--- src/rtl/led_shift_sequencer.sv ---
// ---------------------------------------------------------------------------
// led_shift_sequencer
//   Holds a WIDTH-bit LED pattern and advances it once per accepted tick.
//   The motion mode is chosen by button edges: rotate left, rotate right,
//   bounce, or paused. A one-cycle wrap strobe marks every rotate wrap
//   and every bounce reversal.
//
//   Optional feature macro: LED_SEQ_STEP_COUNT_EN
//     When defined, a saturating 16-bit step_count output counts applied
//     ticks. It is cleared by a pause edge that enters PAUSED.
//
// Ports
//   clock       in   system clock; all state updates on the rising edge
//   reset       in   asynchronous, active-high reset
//   tick        in   one-cycle advance pulse
//   btn_left    in   level; a rising edge selects rotate-left
//   btn_right   in   level; a rising edge selects rotate-right
//   btn_bounce  in   level; a rising edge selects bounce
//   btn_pause   in   level; a rising edge toggles pause
//   leds        out  current pattern (registered)
//   dir         out  0 = moving toward MSB, 1 = moving toward LSB
//   running     out  1 when not paused
//   wrap_pulse  out  one-cycle strobe on a wrap or a bounce reversal
//   step_count  out  applied-tick count (LED_SEQ_STEP_COUNT_EN only)
// ---------------------------------------------------------------------------
module led_shift_sequencer #(
    parameter int               WIDTH = 8,
    parameter logic [WIDTH-1:0] SEED  = {{(WIDTH-1){1'b0}}, 1'b1}
) (
    input  logic             clock,
    input  logic             reset,
    input  logic             tick,
    input  logic             btn_left,
    input  logic             btn_right,
    input  logic             btn_bounce,
    input  logic             btn_pause,
    output logic [WIDTH-1:0] leds,
`ifdef LED_SEQ_STEP_COUNT_EN
    output logic [15:0]      step_count,
`endif
    output logic             dir,
    output logic             running,
    output logic             wrap_pulse
);

    typedef enum logic [2:0] {PAUSED, ROT_L, ROT_R, BNC_L, BNC_R} state_t;

    state_t           state, state_nxt;
    state_t           saved_mode, saved_nxt;
    logic             dir_nxt;
    logic [WIDTH-1:0] leds_nxt;
    logic             wrap_nxt;
    logic [3:0]       btn_q;
    logic             e_left, e_right, e_bounce, e_pause;

    // Each edge is a single-cycle event, even while the button is held.
    assign e_left   = btn_left   & ~btn_q[0];
    assign e_right  = btn_right  & ~btn_q[1];
    assign e_bounce = btn_bounce & ~btn_q[2];
    assign e_pause  = btn_pause  & ~btn_q[3];

    // state is a register, so this decode tracks it with no extra delay.
    assign running = (state != PAUSED);

`ifdef LED_SEQ_STEP_COUNT_EN
    logic [15:0] step_nxt;
`endif

    always_comb begin
        state_nxt = state;
        saved_nxt = saved_mode;
        dir_nxt   = dir;
        leds_nxt  = leds;
        wrap_nxt  = 1'b0;
`ifdef LED_SEQ_STEP_COUNT_EN
        step_nxt  = step_count;
`endif

        // Mode selection. Only the highest-priority edge acts, and the
        // rest are dropped. While paused, mode edges only retarget the
        // mode that the next pause edge resumes.
        if (e_pause) begin
            if (state == PAUSED) begin
                state_nxt = saved_mode;
            end else begin
                saved_nxt = state;
                state_nxt = PAUSED;
`ifdef LED_SEQ_STEP_COUNT_EN
                step_nxt  = '0;
`endif
            end
        end else if (e_bounce) begin
            if (state == PAUSED) saved_nxt = dir ? BNC_R : BNC_L;
            else                 state_nxt = dir ? BNC_R : BNC_L;
        end else if (e_left) begin
            dir_nxt = 1'b0;
            if (state == PAUSED) saved_nxt = ROT_L;
            else                 state_nxt = ROT_L;
        end else if (e_right) begin
            dir_nxt = 1'b1;
            if (state == PAUSED) saved_nxt = ROT_R;
            else                 state_nxt = ROT_R;
        end

        // The tick acts on the mode chosen in this same cycle.
        if (tick && state_nxt != PAUSED) begin
`ifdef LED_SEQ_STEP_COUNT_EN
            if (step_nxt != 16'hFFFF) step_nxt = step_nxt + 16'd1;
`endif
            case (state_nxt)
                ROT_L: begin
                    leds_nxt = {leds[WIDTH-2:0], leds[WIDTH-1]};
                    wrap_nxt = leds[WIDTH-1];
                end
                ROT_R: begin
                    leds_nxt = {leds[0], leds[WIDTH-1:1]};
                    wrap_nxt = leds[0];
                end
                BNC_L: begin
                    // An all-zero pattern would never move, so reseed it.
                    if (leds == '0) begin
                        leds_nxt = SEED;
                    end else if (leds[WIDTH-1]) begin
                        state_nxt = BNC_R;
                        dir_nxt   = 1'b1;
                        leds_nxt  = leds >> 1;
                        wrap_nxt  = 1'b1;
                    end else begin
                        leds_nxt  = leds << 1;
                    end
                end
                BNC_R: begin
                    if (leds == '0) begin
                        leds_nxt = SEED;
                    end else if (leds[0]) begin
                        state_nxt = BNC_L;
                        dir_nxt   = 1'b0;
                        leds_nxt  = leds << 1;
                        wrap_nxt  = 1'b1;
                    end else begin
                        leds_nxt  = leds >> 1;
                    end
                end
                default: ;
            endcase
        end
    end

    always_ff @(posedge clock or posedge reset) begin
        if (reset) begin
            state      <= PAUSED;
            saved_mode <= ROT_L;
            dir        <= 1'b0;
            leds       <= SEED;
            wrap_pulse <= 1'b0;
            btn_q      <= '0;
        end else begin
            state      <= state_nxt;
            saved_mode <= saved_nxt;
            dir        <= dir_nxt;
            leds       <= leds_nxt;
            wrap_pulse <= wrap_nxt;
            btn_q      <= {btn_pause, btn_bounce, btn_right, btn_left};
        end
    end

`ifdef LED_SEQ_STEP_COUNT_EN
    always_ff @(posedge clock or posedge reset) begin
        if (reset) step_count <= '0;
        else       step_count <= step_nxt;
    end
`endif

endmodule

--- config.mk ---
export PLATFORM = sky130hd
export DESIGN_NAME = led_shift_sequencer
export DESIGN_NICKNAME = d
export VERILOG_FILES = /design/src/rtl/led_shift_sequencer.sv
export SDC_FILE = /design/constraint.sdc
export NUM_CORES = 1
export LEC_CHECK = 0
export ABC_AREA = 1
export CORE_MARGIN = 2
export CORE_UTILIZATION = 55
export CTS_CLUSTER_SIZE = 14
export DETAILED_ROUTE_END_ITERATION = 6
export HOLD_SLACK_MARGIN = 0.03
export MAX_ROUTING_LAYER = met4
export PLACE_DENSITY = 0.8
export SETUP_SLACK_MARGIN = 0.3
export SKIP_LAST_GASP = 1
export SLEW_MARGIN = 0
export SYNTH_ARGS = -nofsm -noshare
export SYNTH_HDL_FRONTEND = slang
export SYNTH_SLANG_ARGS = --single-unit
--- constraint.sdc ---
create_clock -name clock -period 4.4 [get_ports clock]
set_clock_uncertainty 0.1 [all_clocks]
set_input_delay 0.88 -clock clock [delete_from_list [all_inputs] [get_ports clock]]
set_output_delay 0.88 -clock clock [all_outputs]
set_load 0.01 [all_outputs]
# == Word-level counts from Yosys, hierarchy flattened ==
# Cells that the tools add are included.
# word_totals
reg_bits,20
inputBits,7
output_inout_bits,11
elab_cells,73
# classes
eq_ne,5
n_mux,44
bitwise,8
reduce_logical,10
# ops
cell,count
$mux 3,22
$mux 8,4
$pmux 8 s4,1
$mux 1,14
$logic_not 8->1,1
$reduce_bool 4->1,2
$eq 3x2->1 const B,2
$pmux 3 s2,1
$reduce_bool 3->1,2
$and 1x1->1,4
$not 1->1,4
$pmux 1 s4,1
$eq 3x1->1 const B,1
$eq 3x3->1 const B,1
$logic_not 3->1,1
$reduce_and 3->1,1
$ne 2x2->1 const B,1
$pmux 1 s2,1
$reduce_and 2->1,1
$reduce_bool 2->1,1
$logic_and 1x1->1,1

# == Depth between registers and ports, before layout ==
# depth
word_depth,10
ltp_mapped,15
mapped_depth_nobuf,14

# == Least setup slack after synthesis ==
# OpenSTA, ideal clock, no wires.
# synth_timing
path_kind,input to register
start,input port btn_bounce
end,register state[2]
arrival_time_ns,1.860
path_slack_ns,2.321
stages,12
n_path_buf,1
path_cell_list,nand2_2 -> nand2_1 -> inv_1 -> nand2_1 -> nand2_2 -> nand2_4 -> nor2_4 -> buf_6 -> nand3_2 -> o21ai_2 -> nand2_1 -> o21a_1
# synth_via
elab_chain_cells,7
# synth_rtl
element,line_no,text
start: declaration,35,"input logic btn_bounce,"
$and 1x1->1 (*),59,assign e_bounce = btn_bounce & ~btn_q[2];
$mux 3 (*),92,end else if (e_bounce) begin
$mux 3 (*),82,if (e_pause) begin
"$mux 3, on equally long branches","135, 123",
"$mux 3, on equally long branches","133, 121",
$pmux 3 s2,110,case (state_nxt)
$mux 3 (*),106,if (tick && state_nxt != PAUSED) begin
net state_nxt[2],48,"state_t state, state_nxt;"
end signal: assignment,158,state <= state_nxt;
end: declaration,48,
# Mark *: on every way through the listed nets, which the timed path passes. The rest lies on a longest branch.
# A chain may end at the register's enable or synchronous reset.

# == Worst setup path in the final report ==
# layout_timing
start,input port btn_pause
end,register leds[7]
# layout_via
elab_chain_cells,5
# layout_rtl
element,line_no,text
start: declaration,36,"input logic btn_pause,"
$and 1x1->1 (*),60,assign e_pause = btn_pause & ~btn_q[3];
$mux 3 (*),82,
"$eq 3x3->1, or another cell as far along",110,
$reduce_bool 4->1 (no line) or $logic_and 1x1->1 (tied branches),-,
$reduce_and 2->1 (no line),-,
end signal: assignment,161,leds <= leds_nxt;
end: declaration,37,"output logic [WIDTH-1:0] leds,"
# Every way passes the cells marked *; elsewhere a longest branch is shown, timed or not.

==> results_dict.tcl <==
set metrics [dict create \
    status "completed" \
    grt_pass1_vias 1407 \
    synth_edf_count 0 \
    hp-class "reg -> reg" \
    die_x_um 58.4 \
    drt-initial-drc-count 85 \
    fin_tns_setup_ns 0 \
    hold_viol 0 \
    place_area_mm2 0.00174 \
    drive_gt1_frac 0.178 \
    htreeDepth 1 \
    worstPathMaxFanout 13 \
    fin_crit_sh 0.615 \
    port_buffers 17 \
    yosysWarnings 0 \
    powerDensity_mw_per_mm2 736 \
    cp.required_ns 4.51 \
    worst_setup_path_end_kind "register" \
    synthArstFlopShare 1.00 \
    worst_slew_pin_slew_ns 0.785 \
    syn_area_mm2 0.00163 \
    area_delta_synth_final_pct 9.92 \
    yosys-top-cells-count "nand2_1, nor2_1, inv_1" \
    power_frac_comb 0.609 \
    setup-violations-final 0 \
    synth_top_area_cell "dfrtp_1" \
    initial_utilization 0.585 \
    clock_power_share 0.115 \
    place_inst 263 \
    internal-power_mw 0.644 \
    clk_latency_ns 0.30 \
    finish.instance_area_mm2 0.00179 \
    hpwlAfterDp_um 2690 \
    synthCells 224 \
    ys_types 29 \
    critPathLaunchType "input pin" \
    swShare 0.511 \
    synth_area_leaders "dfrtp_1, nand2_1, nand4_1" \
    cp.arrival_ns 2.81 \
    drt-wirelength-per-cell_um 13.8 \
    fp.dieH_um 58.4 \
    critical_path_class "in -> reg" \
    nets 244 \
    gr-total-overflow 0 \
    n_antenna_cell 0 \
    pwr-share-seq 0.275 \
    grt_max_degree 21 \
    peakVddDrop_mv 0.581 \
    rsz0062_at_grt "false" \
    ys_seq_area_frac 0.309 \
    ant_nets 0 \
    rows 19 \
    drt-vias-per-instance 5.60 \
    root_buffer "clkbuf_4" \
    drt-total-wl_um 3690 \
    ios 18 \
    routabilityCongestion 0.906 \
    die_area_mm2 0.00341 \
    cts.clk_slew.worst_paths_ns 0.12 \
    yosysTopAreaCellShare 0.277 \
    grt_first_pass_wirelength_um 6360 \
    p_switching_mw 0.672 \
    fmax_ghz 0.369 \
    grt_use_total 0.246 \
    cap_violations 0 \
    p_leak_nw 0.864 \
    r2r_setup_slack_ns 2.33 \
    antenna_found_initial 0 \
    core_mm2 0.00278 \
    cts-buffers-inserted 3 \
    synthFlopType "dfrtp_1" \
    yosysMostFrequentCell "nand2_1" \
    route.detailed.drc 0 \
    period_minus_slack_ns 2.71 \
    post-cts-setup-buffer-count 0 \
    clockBufferDepth 2 \
    cts_resized 0 \
    fill_cells 239 \
    cts_tree "yes" \
    ys_ff_latch 20 \
    syn_nets 231 \
    cts_sinks 20 \
    drt_pass1_iterations 4 \
    avgSynthCellArea_um2 7.26 \
    stdcell_count 267 \
    slew_violations 0 \
    ctsHoldBuffers 0 \
    max_slew_margin 0.473 \
    vias 1496 \
]
-- state kept, by name (all words and copies together) (netlist names) --
| signal | count |
|---|---|
| dir | 1 |
| leds | 8 |
| wrap_pulse | 1 |
| saved_mode | 3 |
| state | 3 |
| btn_q | 4 |
-- layout by cell type, fill, tap and decap left out, types with 2 or more instances in the layout --
cell / Yosys / final
inv_2: 5 / 5
dfstp_2: 2 / 2
a21oi_2: 3 / 3
o21a_1: 2 / 2
clkbuf_4: 0 / 3
a21oi_1: 11 / 11
dfrtp_1: 18 / 18
o22ai_1: 2 / 2
nand2_2: 6 / 6
nor2_1: 26 / 26
o21ai_1: 2 / 2
o21ai_0: 7 / 7
o21ai_2: 3 / 3
nor2_4: 4 / 4
nand2_4: 6 / 6
nor2_2: 3 / 3
inv_1: 22 / 22
nand3_4: 3 / 3
clkdlybuf4s50_1: 0 / 17
nand4_1: 17 / 17
nand2_1: 52 / 52
nand3_2: 2 / 2
nand3_1: 16 / 16
-- metal layers --
metal | part of all wire | global-route usage | up-vias
li1 | - | - | 761
met4 | 0.0062 | 0.0498 | 0
met3 | 0.063 | 0.0418 | 4
met5 | 0 | - | -
met2 | 0.49 | 0.406 | 55
met1 | 0.44 | 0.320 | 676
-- power groups by stage --
stage               clock [mW]  combinational [mW]  sequential [mW]
global placement             0               0.784            0.364
finish                   0.152               0.802            0.362
global route             0.160               0.889            0.373
CTS                      0.153               0.798            0.361
floorplan                    0               0.684            0.332
detailed placement           0               0.793            0.364
-- area by class of cell --
class / instances / area [um2] / area share
clock buffers: 3 / 22.5 / 0.0126
clock inverters: 1 / 30.0 / 0.0168
inverters: 28 / 106 / 0.0595
multi-input cells: 167 / 917 / 0.513
flip-flops and latches: 20 / 503 / 0.281
well taps: 31 / 38.8 / 0.0217
repair buffers: 17 / 170 / 0.0952
-- critical path: stages --
cell	delay, ns
clkdlybuf4s50_1	0.56
inv_2	0.07
nor2_4	0.15
a21oi_2	0.07
nand3_2	0.08
nand2_4	0.13
nor2_4	0.28
nand2_2	0.13
nand3_4	0.15
clkinv_2	0.13
nor2_1	0.13
a21oi_2	0.04
-- final timing paths --
path	from	to	depth (start not counted)
setup / recovery	btn_pause	leds[7]	12
hold / removal	saved_mode[0]	saved_mode[0]	2
setup reg to reg	state[1]	leds[7]	12
hold reg to reg	saved_mode[0]	saved_mode[0]	2
max in group asynchronous	reset	state[2]	2
min in group asynchronous	reset	leds[2]	2
-- logic make-up after synthesis --
logic type | after synthesis | share of synthesized area
buffers and inverters | 37 | 0.127
DFF | 20 | 0.309
AOI/OAI and AO/OA | 32 | 0.121
and+or+nand+nor | 135 | 0.443
-- per-stage QoR --
| stage | setup slack [ns] | power, mW | hold WS [ns] | util |
|---|---|---|---|---|
| 2_1_floorplan | 2.32 | 1.02 | 0.369 | - |
| 3_3_place_gp | 1.46 | 1.15 | 0.384 | 0.624 |
| 3_5_place_dp | 1.40 | 1.16 | 0.409 | 0.624 |
| 4_1_cts | 1.72 | 1.31 | 0.427 | 0.643 |
| 5_1_grt | 1.52 | 1.42 | 0.454 | 0.643 |
| 6_report | 1.69 | 1.32 | 0.418 | 0.643 |
No activity file was read; power rests on OpenSTA's default activity.
